File: src/rtl/seg_scan_decoder.sv
// Seven-segment scan-bus observer: rebuilds the displayed digits as packed BCD.
// Optional stall watchdog is built only when SCAN_WATCHDOG_EN is defined.
module seg_scan_decoder #(
   parameter int unsigned NUM_DIG        = 8,
   parameter int unsigned SETTLE         = 4,
   parameter int unsigned DIG_ACTIVE_LOW = 1,
   parameter int unsigned SEG_ACTIVE_LOW = 0,
   parameter int unsigned WDOG_CYCLES    = 1000000
) (
   input  logic                   clk_50M,
   input  logic                   clear,
   input  logic [NUM_DIG-1:0]     DIG,
   input  logic [6:0]             codeout,
   output logic [4*NUM_DIG-1:0]   frame_bcd,
   output logic [NUM_DIG-1:0]     blank_mask,
   output logic                   frame_valid,
   output logic                   frame_changed,
   output logic                   seg_err,
   output logic                   dig_err,
   output logic                   scan_stall
);

   localparam logic [7:0] CNT_SAT = 8'(SETTLE);
   localparam logic [7:0] CAP_AT  = (SETTLE > 1) ? 8'(SETTLE - 2) : 8'd0;

   typedef enum logic {COLLECT, EMIT} state_t;

   logic [NUM_DIG-1:0]   dig_norm, sel_meta, sel, sel_prev;
   logic [6:0]           seg_norm, seg_meta, seg, seg_prev;
   logic [7:0]           cnt;
   logic                 same, stable_evt, multi, onehot, capture, dig_bad;
   logic [3:0]           nib;
   logic                 is_blank, is_bad;
   state_t               state;
   logic [NUM_DIG-1:0]   seen, seen_base, seen_next;
   logic [4*NUM_DIG-1:0] work, work_next;
   logic [NUM_DIG-1:0]   blank_work, blank_next;
   logic                 done;

   assign dig_norm = (DIG_ACTIVE_LOW != 0) ? ~DIG : DIG;
   assign seg_norm = (SEG_ACTIVE_LOW != 0) ? ~codeout : codeout;

   always_ff @(posedge clk_50M) begin
      if (clear) begin
         sel_meta <= '0;
         seg_meta <= '0;
         sel      <= '0;
         seg      <= '0;
         sel_prev <= '0;
         seg_prev <= '0;
         cnt      <= '0;
      end else begin
         sel_meta <= dig_norm;
         seg_meta <= seg_norm;
         sel      <= sel_meta;
         seg      <= seg_meta;
         sel_prev <= sel;
         seg_prev <= seg;
         if (!same)
            cnt <= '0;
         else if (cnt != CNT_SAT)
            cnt <= cnt + 8'd1;
      end
   end

   // Fires on the cycle cnt steps to SETTLE-1, i.e. the SETTLE-th identical sample.
   assign same       = ({sel, seg} == {sel_prev, seg_prev});
   assign stable_evt = (SETTLE > 1) ? (same && (cnt == CAP_AT)) : !same;
   assign multi      = (sel & (sel - NUM_DIG'(1))) != '0;
   assign onehot     = (sel != '0) && !multi;
   assign capture    = stable_evt && onehot;
   assign dig_bad    = stable_evt && multi;

   always_comb begin
      nib      = 4'hE;
      is_blank = 1'b0;
      is_bad   = 1'b0;
      case (seg)
         7'h3F:        nib = 4'd0;
         7'h06:        nib = 4'd1;
         7'h5B:        nib = 4'd2;
         7'h4F:        nib = 4'd3;
         7'h66:        nib = 4'd4;
         7'h6D:        nib = 4'd5;
         7'h7D, 7'h7C: nib = 4'd6;
         7'h07, 7'h27: nib = 4'd7;
         7'h7F:        nib = 4'd8;
         7'h6F, 7'h67: nib = 4'd9;
         7'h00: begin
            nib      = 4'hF;
            is_blank = 1'b1;
         end
         default:      is_bad = 1'b1;
      endcase
   end

   // EMIT clears seen, but a capture landing in EMIT already counts for the next frame.
   always_comb begin
      seen_base  = (state == EMIT) ? '0 : seen;
      seen_next  = seen_base;
      work_next  = work;
      blank_next = blank_work;
      if (capture) begin
         for (int unsigned i = 0; i < NUM_DIG; i++) begin
            if (sel[i]) begin
               work_next[4*i +: 4] = nib;
               blank_next[i]       = is_blank;
               seen_next[i]        = 1'b1;
            end
         end
      end
      done = capture && (&seen_next);
   end

   // Outputs are loaded on the completing edge so frame_valid appears in the EMIT cycle;
   // the output registers double as the previous-frame shadow.
   always_ff @(posedge clk_50M) begin
      if (clear) begin
         state         <= COLLECT;
         seen          <= '0;
         work          <= '0;
         blank_work    <= '0;
         frame_bcd     <= '0;
         blank_mask    <= '0;
         frame_valid   <= 1'b0;
         frame_changed <= 1'b0;
         seg_err       <= 1'b0;
         dig_err       <= 1'b0;
      end else begin
         frame_valid   <= 1'b0;
         frame_changed <= 1'b0;
         seen          <= seen_next;
         work          <= work_next;
         blank_work    <= blank_next;
         if (capture && is_bad)
            seg_err <= 1'b1;
         if (dig_bad)
            dig_err <= 1'b1;
         if (done) begin
            state         <= EMIT;
            frame_bcd     <= work_next;
            blank_mask    <= blank_next;
            frame_valid   <= 1'b1;
            frame_changed <= ({work_next, blank_next} != {frame_bcd, blank_mask});
         end else begin
            state <= COLLECT;
         end
      end
   end

`ifdef SCAN_WATCHDOG_EN
   localparam int unsigned WW = $clog2(WDOG_CYCLES + 1);
   logic [WW-1:0] wdog_cnt;

   always_ff @(posedge clk_50M) begin
      if (clear) begin
         wdog_cnt   <= '0;
         scan_stall <= 1'b0;
      end else if (capture) begin
         wdog_cnt   <= '0;
         scan_stall <= 1'b0;
      end else if (wdog_cnt != WW'(WDOG_CYCLES)) begin
         wdog_cnt <= wdog_cnt + WW'(1);
         if (wdog_cnt == WW'(WDOG_CYCLES - 1))
            scan_stall <= 1'b1;
      end
   end
`else
   assign scan_stall = 1'b0;
`endif

endmodule
File: config.mk
export PLATFORM = sky130hd
export DESIGN_NAME = seg_scan_decoder
export DESIGN_NICKNAME = d
export VERILOG_FILES = /design/src/rtl/seg_scan_decoder.sv
export SDC_FILE = /design/constraint.sdc
export NUM_CORES = 1
export LEC_CHECK = 0
export CORE_UTILIZATION = 52
export CTS_CLUSTER_SIZE = 20
export DETAILED_ROUTE_END_ITERATION = 7
export GPL_TIMING_DRIVEN = 0
export PLACE_DENSITY = 0.76
export SYNTH_ARGS = -nofsm -noshare
export SYNTH_HDL_FRONTEND = slang
export SYNTH_SLANG_ARGS = --single-unit
File: constraint.sdc
create_clock -name clk_50M -period 3.2 [get_ports clk_50M]
set_input_delay 0.48 -clock clk_50M [delete_from_list [all_inputs] [get_ports clk_50M]]
set_output_delay 0.48 -clock clk_50M [all_outputs]
set_load 0.02 [all_outputs]
==> results_dict.tcl, run 1 <==
set metrics [dict create \
    skew_ps 10.9 \
    max-vdd-ir-drop_v 0.000473 \
    fin_ws_ps -210 \
    switching_share 0.244 \
    remaining_drc_errors 0 \
    cts_tree "yes" \
    fin_total_pwr_mw 3.98 \
    maxSlewHeadroom 0.428 \
    fp.dieW_um 114 \
    status "complete, but fails checks" \
    critPathRequiredTime_ps 3490 \
    seq_area_frac_synth 0.444 \
    cts.htree.levels 4 \
    fmax_ghz 0.293 \
    die_h_um 114 \
    syn_area_per_cell_um2 8.39 \
    violations "setup timing" \
    power_frac_seq 0.464 \
    wl_um 21200 \
    antenna_found_initial 0 \
    finalCritPeriodShare 1.07 \
    diodes 0 \
    maxCapViolCount 0 \
    clk_latency_ps 430 \
    vias_per_cell 6.13 \
    grtUsageTotal 0.312 \
    intPower_mw 3.01 \
    cts_sinks 145 \
    area_delta_synth_final_pct 36.7 \
    crit_type "reg -> reg" \
    io_pins 62 \
    switching_power_uw 971 \
    grt_max_degree 17 \
    worstPathMaxFanout 7 \
    fp.coreArea_mm2 0.0122 \
    post_synth_xor_area_fraction 0.0643 \
    dp_slack_ps -843 \
    worst_slew_pin_slew_ps 859 \
    portBuffers 60 \
    yosysUniqueCellTypes 66 \
    gp_congestion 0.930 \
    row_count 40 \
    cts_buffers 17 \
    holdCritPathClass "reg -> reg" \
    grt_pass1_vias 5881 \
    setup_viol 39 \
    powerDensity_mw_per_mm2 446 \
    die-area_mm2 0.0130 \
    via_count 6540 \
    slew_viol_final 0 \
    synthAdderAreaFrac 0.00727 \
    ant_nets 0 \
    synth_edf_count 0 \
    ys_seq_elements 145 \
    start_kind "flip-flop" \
    async_flop_share 0 \
    rsz0062_at_grt "true" \
    leakage_nw 3.20 \
    synthSimpleGateAreaFrac 0.262 \
    comb_power_share 0.068 \
    finish.net_count 906 \
    dp_hpwl_um 13200 \
    clk_pin_slew_ps 60 \
    worst-endpoint-arrival_ps 3700 \
    clkPwrFrac 0.468 \
    dr.pass1.iters 6 \
    synth_ff_type "dfxtp_1" \
    initial_core_util 0.538 \
    root_buffer "clkbuf_16" \
    yosys_warnings 0 \
    synth_area_mm2 0.00654 \
    clockBufferDepth 2 \
    drt_iter0_drc 796 \
    drive_gt1_frac 0.211 \
    muxShareOfSynthArea 0.0233 \
    synth_top_family_by_area "simple AND/OR/NAND/NOR gates" \
    grt-ovfl-total 0 \
    wl_per_cell_um 19.9 \
    cp-end-kind "flip-flop" \
    finalCriticalPeriod_ps 3410 \
    syn-num-nets 800 \
    syn_inst 780 \
    synth_compound_area_frac 0.150 \
    hold_viol 0 \
    grt_first_pass_wirelength_um 30600 \
]
==> kinds of logic after synthesis <==
logic type,after synthesis
AO/OA/AOI/OAI,160
XOR/XNOR,48
adder cells (fa/ha/maj),4
buffers and inverters,65
flip-flops,145
multiplexers,15
other,1
AND/OR/NAND/NOR,342
==> cell usage after synthesis (3+ instances only) <==
master	instances	area share
a32oi_1	3	0.0040
a21boi_0	3	0.0034
and4_1	5	0.0067
nand3b_1	5	0.0057
nand4b_1	3	0.0040
a211oi_1	11	0.013
o21ai_0	23	0.018
nand2b_1	7	0.0067
nor3b_1	5	0.0057
xnor2_1	24	0.032
inv_1	10	0.0057
and3_1	11	0.011
nor3_1	17	0.013
a22oi_1	4	0.0046
clkbuf_1	33	0.019
nor2_1	138	0.079
nand3_1	26	0.020
xor2_1	24	0.032
mux2i_1	13	0.020
ha_1	3	0.0057
dfxtp_1	145	0.44
nand2_1	34	0.020
nand4_1	12	0.011
nor4_1	11	0.011
or3_1	12	0.011
a31oi_1	4	0.0038
buf_6	7	0.012
o22ai_1	8	0.0076
a21oi_1	77	0.059
nor2b_1	40	0.038
buf_2	10	0.0076
and2_1	4	0.0038
==> path summary, 6_finish.rpt <==
kind | start | end | slack (ps) | depth (start not counted)
max | sel[0] | frame_bcd[6] | -210 | 13
min | sel_meta[6] | sel[6] | 430 | 1
max reg2reg | sel[0] | frame_bcd[6] | -210 | 13
min reg2reg | sel_meta[6] | sel[6] | 430 | 1
==> critical path: stages, from the launching register on <==
cell and delay, ps:
dfxtp_2 310, buf_6 120, or4_4 530, a2111oi_4 290, or3_4 220, and2_4 170, and4_1 200, buf_6 140
o22ai_4 80, or4_4 620, buf_12 200, clkbuf_16 160, a21oi_2 140, nor2_1 70
==> area by class of cell <==
class | count | area, um2
Fill cell | 873 | 3220
Clock buffer | 18 | 439
Timing Repair Buffer | 94 | 968
Clock inverter | 14 | 115
Inverter | 10 | 37.5
Tap cell | 168 | 210
Sequential cell | 145 | 2920
Multi-Input combinational cell | 571 | 3870
Buffer | 47 | 385
==> registers in the layout, summed over array words and instances (netlist names) <==
name and flops:
state 1, seen 8, frame_bcd 32, sel_meta 8
seg_err 1, seg_prev 7, seg_meta 7, sel_prev 8
sel 8, blank_mask 8, frame_changed 1, dig_err 1
seg 7, cnt 8, blank_work 8, work 32
==> metal layers <==
layer,vias to the layer above,GRT usage,share of wire
li1,2932,-,-
met1,3094,0.401,0.39
met2,408,0.481,0.45
met3,106,0.0852,0.11
met4,0,0.164,0.050
met5,-,0,0
==> cells in the final DEF (no fill, tap or decap), types with 6 or more instances in the layout <==
cell type	instances
clkdlybuf4s50_1	60
nor3_1	14
clkinv_2	6
buf_12	6
dfxtp_1	138
nand3_1	21
nand2_1	33
inv_1	10
xnor2_1	23
or3_1	10
clkbuf_1	16
clkbuf_16	22
buf_4	30
mux2i_1	6
a21oi_2	21
o21ai_0	19
nand2b_1	7
o22ai_1	6
nand4_1	12
nor2_1	133
xor2_1	23
clkbuf_2	7
a21oi_1	52
nor2b_1	40
a211oi_1	6
mux2i_4	7
and3_1	10
==> what timing repair did <==
action,in CTS,in global routing
hold buffers,0,0
gates resized for setup,94,67
setup buffers,17,11
pin swaps,14,37
setup endpoints to repair,42,42
gates cloned,2,5
==> through the flow <==
stage	instance area, um2	utilization	cells	setup TNS [ps]	hold slack (ps)
after floorplan	6580	-	780	-50.0	414
after global placement	7390	0.607	1008	-31180	417
after detailed placement	7390	0.607	1008	-31640	425
after CTS	8530	0.701	1054	-2400	438
after global routing	8940	0.735	1067	-9500	457
final	8940	0.735	1067	-4030	435
==> power by group through the flow <==
stage               Clock (mW)  Combinational, mW  Sequential (mW)
floorplan                    0              0.145             1.88
global placement             0              0.218             1.88
finish                    1.87              0.269             1.85
global route              1.94              0.284             1.85
detailed placement           0              0.224             1.88
CTS                       1.87              0.250             1.85
Note: power is estimated with default switching activity, not from simulation.
==> run 2, diff against run 1 <==
Settings changed: SLEW_MARGIN from default to 20.
==> results of run 2 <==
Final layout, timing and power as in run 1 (identical DEF).
==> edit (config.mk and constraints of run 2) <==
Set the parameter `NUM_DIG` to 9 (it was 8).
--- a/src/rtl/seg_scan_decoder.sv
+++ b/src/rtl/seg_scan_decoder.sv
@@ -1,7 +1,7 @@
 // Seven-segment scan-bus observer: rebuilds the displayed digits as packed BCD.
 // Optional stall watchdog is built only when SCAN_WATCHDOG_EN is defined.
 module seg_scan_decoder #(
-   parameter int unsigned NUM_DIG        = 8,
+   parameter int unsigned NUM_DIG        = 9,
    parameter int unsigned SETTLE         = 4,
    parameter int unsigned DIG_ACTIVE_LOW = 1,
    parameter int unsigned SEG_ACTIVE_LOW = 0,
Interface: changed (resized DIG, blank_mask and frame_bcd); port bits go from 62 to 68. The function was not compared with the original's and may differ.
==> edit against run 2 <==
The run still ends with negative setup slack left. Power increased by 8.8%. Fmax decreased by 13%. Non-clock buffer count increased by 27. Synthesized area increased by 6.5%. Worst setup slack got worse by 0.52 ns. Sequential cell count increased by 14. Wire length increased by 14%. Final cell count increased by 1.5%. Cell area increased by 12%. Critical endpoint is now frame_changed. Largest cell class unchanged. Highest routed layer unchanged.
==> edit: results (changes against run 2) <==
* Min-delay src: seg_meta[3]
* Setup Fix Bufs, Post-CTS at 44 (+27)
* Leak Pwr at 3.78 nW (+18%)
* IO Port Bufs at 65 (+8.3%)
* Clk_skew at 0.0130 ns (+0.00205 ns)
* Mux share of post-synthesis cell area at 7.26% (+4.9 points)
* DP Worst Slack at -1.34 ns (-0.500 ns)
* Met2 usage at 57.7% (+9.6 points)
* R2r startpoint: sel[2]
* Sequential share of power at 46.8% (+0.4 points)
* Syn. warnings at 0 (unchanged)
* Met1 WL at 9410 µm (+13%)
* Synth Area in XOR/XNOR at 6.66% (+0.24 points)
* Cell Count Post-Placement at 995 (-1.3%)
* Initial antenna violation count at 1 (+1)
* Iter 0 DRT Violations at 512 (-36%)
* Worst reg2reg path depth at 11 (-2)
* Vias in the first global route at 6550 (+11%)
* Met2 wire length at 11400 µm (+19%)
* Area contributors post-synth: dfxtp_1, mux2i_1, nor2_1
* Hold_ws at 0.440 ns (+0.00512 ns)
* Failing checks: negative setup slack
* Worst Hold Path EP: seg[3]
* Post-Synth Adder-Cell Area at 0.826% (+0.10 points)
* Cts repair resizes at 165 (+76%)
* Worst EP arrival at 4.21 ns (+0.51 ns)
* Fillers at 816 (-6.5%)
* Commonest cells in the netlist: dfxtp_1, nor2_1, a21oi_1
* Met3 Wirelength at 2000 µm (-10%)
* Grt met3 use at 7.03% (-1.5 points)
* Met1 Usage GRT at 42.2% (+2.1 points)
* Outcome: complete, but fails checks
* Comb pwr at 0.000242 W (-10%)
* Setup violations, final at 47 (+21%)
* Routability cong. at 0.944 (+1.6%)
* Vias at 6405 (-2.1%)
* Max incr delay on CP at 0.55 ns (-0.07 ns)
* Switching share of power at 23.0% (-1.4 points)
* Compound-gate portion of the synthesized area at 10.4% (-4.6 points)
* Max VDD drop at 341 µV (-28%)
* Slack of the critical path at -0.732 ns (-0.522 ns)
* Detailed placement HPWL at 14100 µm (+7.4%)
* Clock buffer count from CTS at 17 (unchanged)
* Setup TNS at -28.73 ns (-24.70 ns)
* Layout cells sized above 1 at 28.2% (+7.1 points)
* Routed Wire Length at 24100 µm (+14%)
* CP max FO at 5 (-2)
* Seq/Total Area, Yosys at 45.7% (+1.3 points)
* Slew Limit Headroom at 41.9% (-0.90 points)
* Mean Syn Cell Area at 9.19 µm² (+9.6%)
* Overall routing resource usage at 35.0% (+3.7 points)
* Wire length of the first global-routing pass at 36900 µm (+20%)
## edit: area by class of cell
| class | count | area, µm² | area share (%) |
|---|---|---|---|
| antenna | 1 | 2.50 | 0.0251 |
| buffer | 36 | 278 | 2.79 |
| clock buffer | 20 | 447 | 4.48 |
| clock inverter | 11 | 138 | 1.38 |
| inverter | 19 | 71.3 | 0.715 |
| multi-input combinational | 533 | 4200 | 42.2 |
| sequential | 159 | 3200 | 32.1 |
| tap | 172 | 215 | 2.16 |
| timing repair buffer | 132 | 1420 | 14.2 |
## edit: worst max path at each step
stage                      start            end  slack [ns]  depth (start not counted)
after floorplan           sel[5]  frame_bcd[26]       -0.28                         14
after global placement    seg[6]  frame_changed       -1.28                         12
after detailed placement  seg[6]  frame_changed       -1.34                         12
after CTS                 sel[5]  frame_changed       -0.55                         13
after global routing      sel[2]  frame_changed       -0.79                         12
final                     sel[2]  frame_changed       -0.73                         11
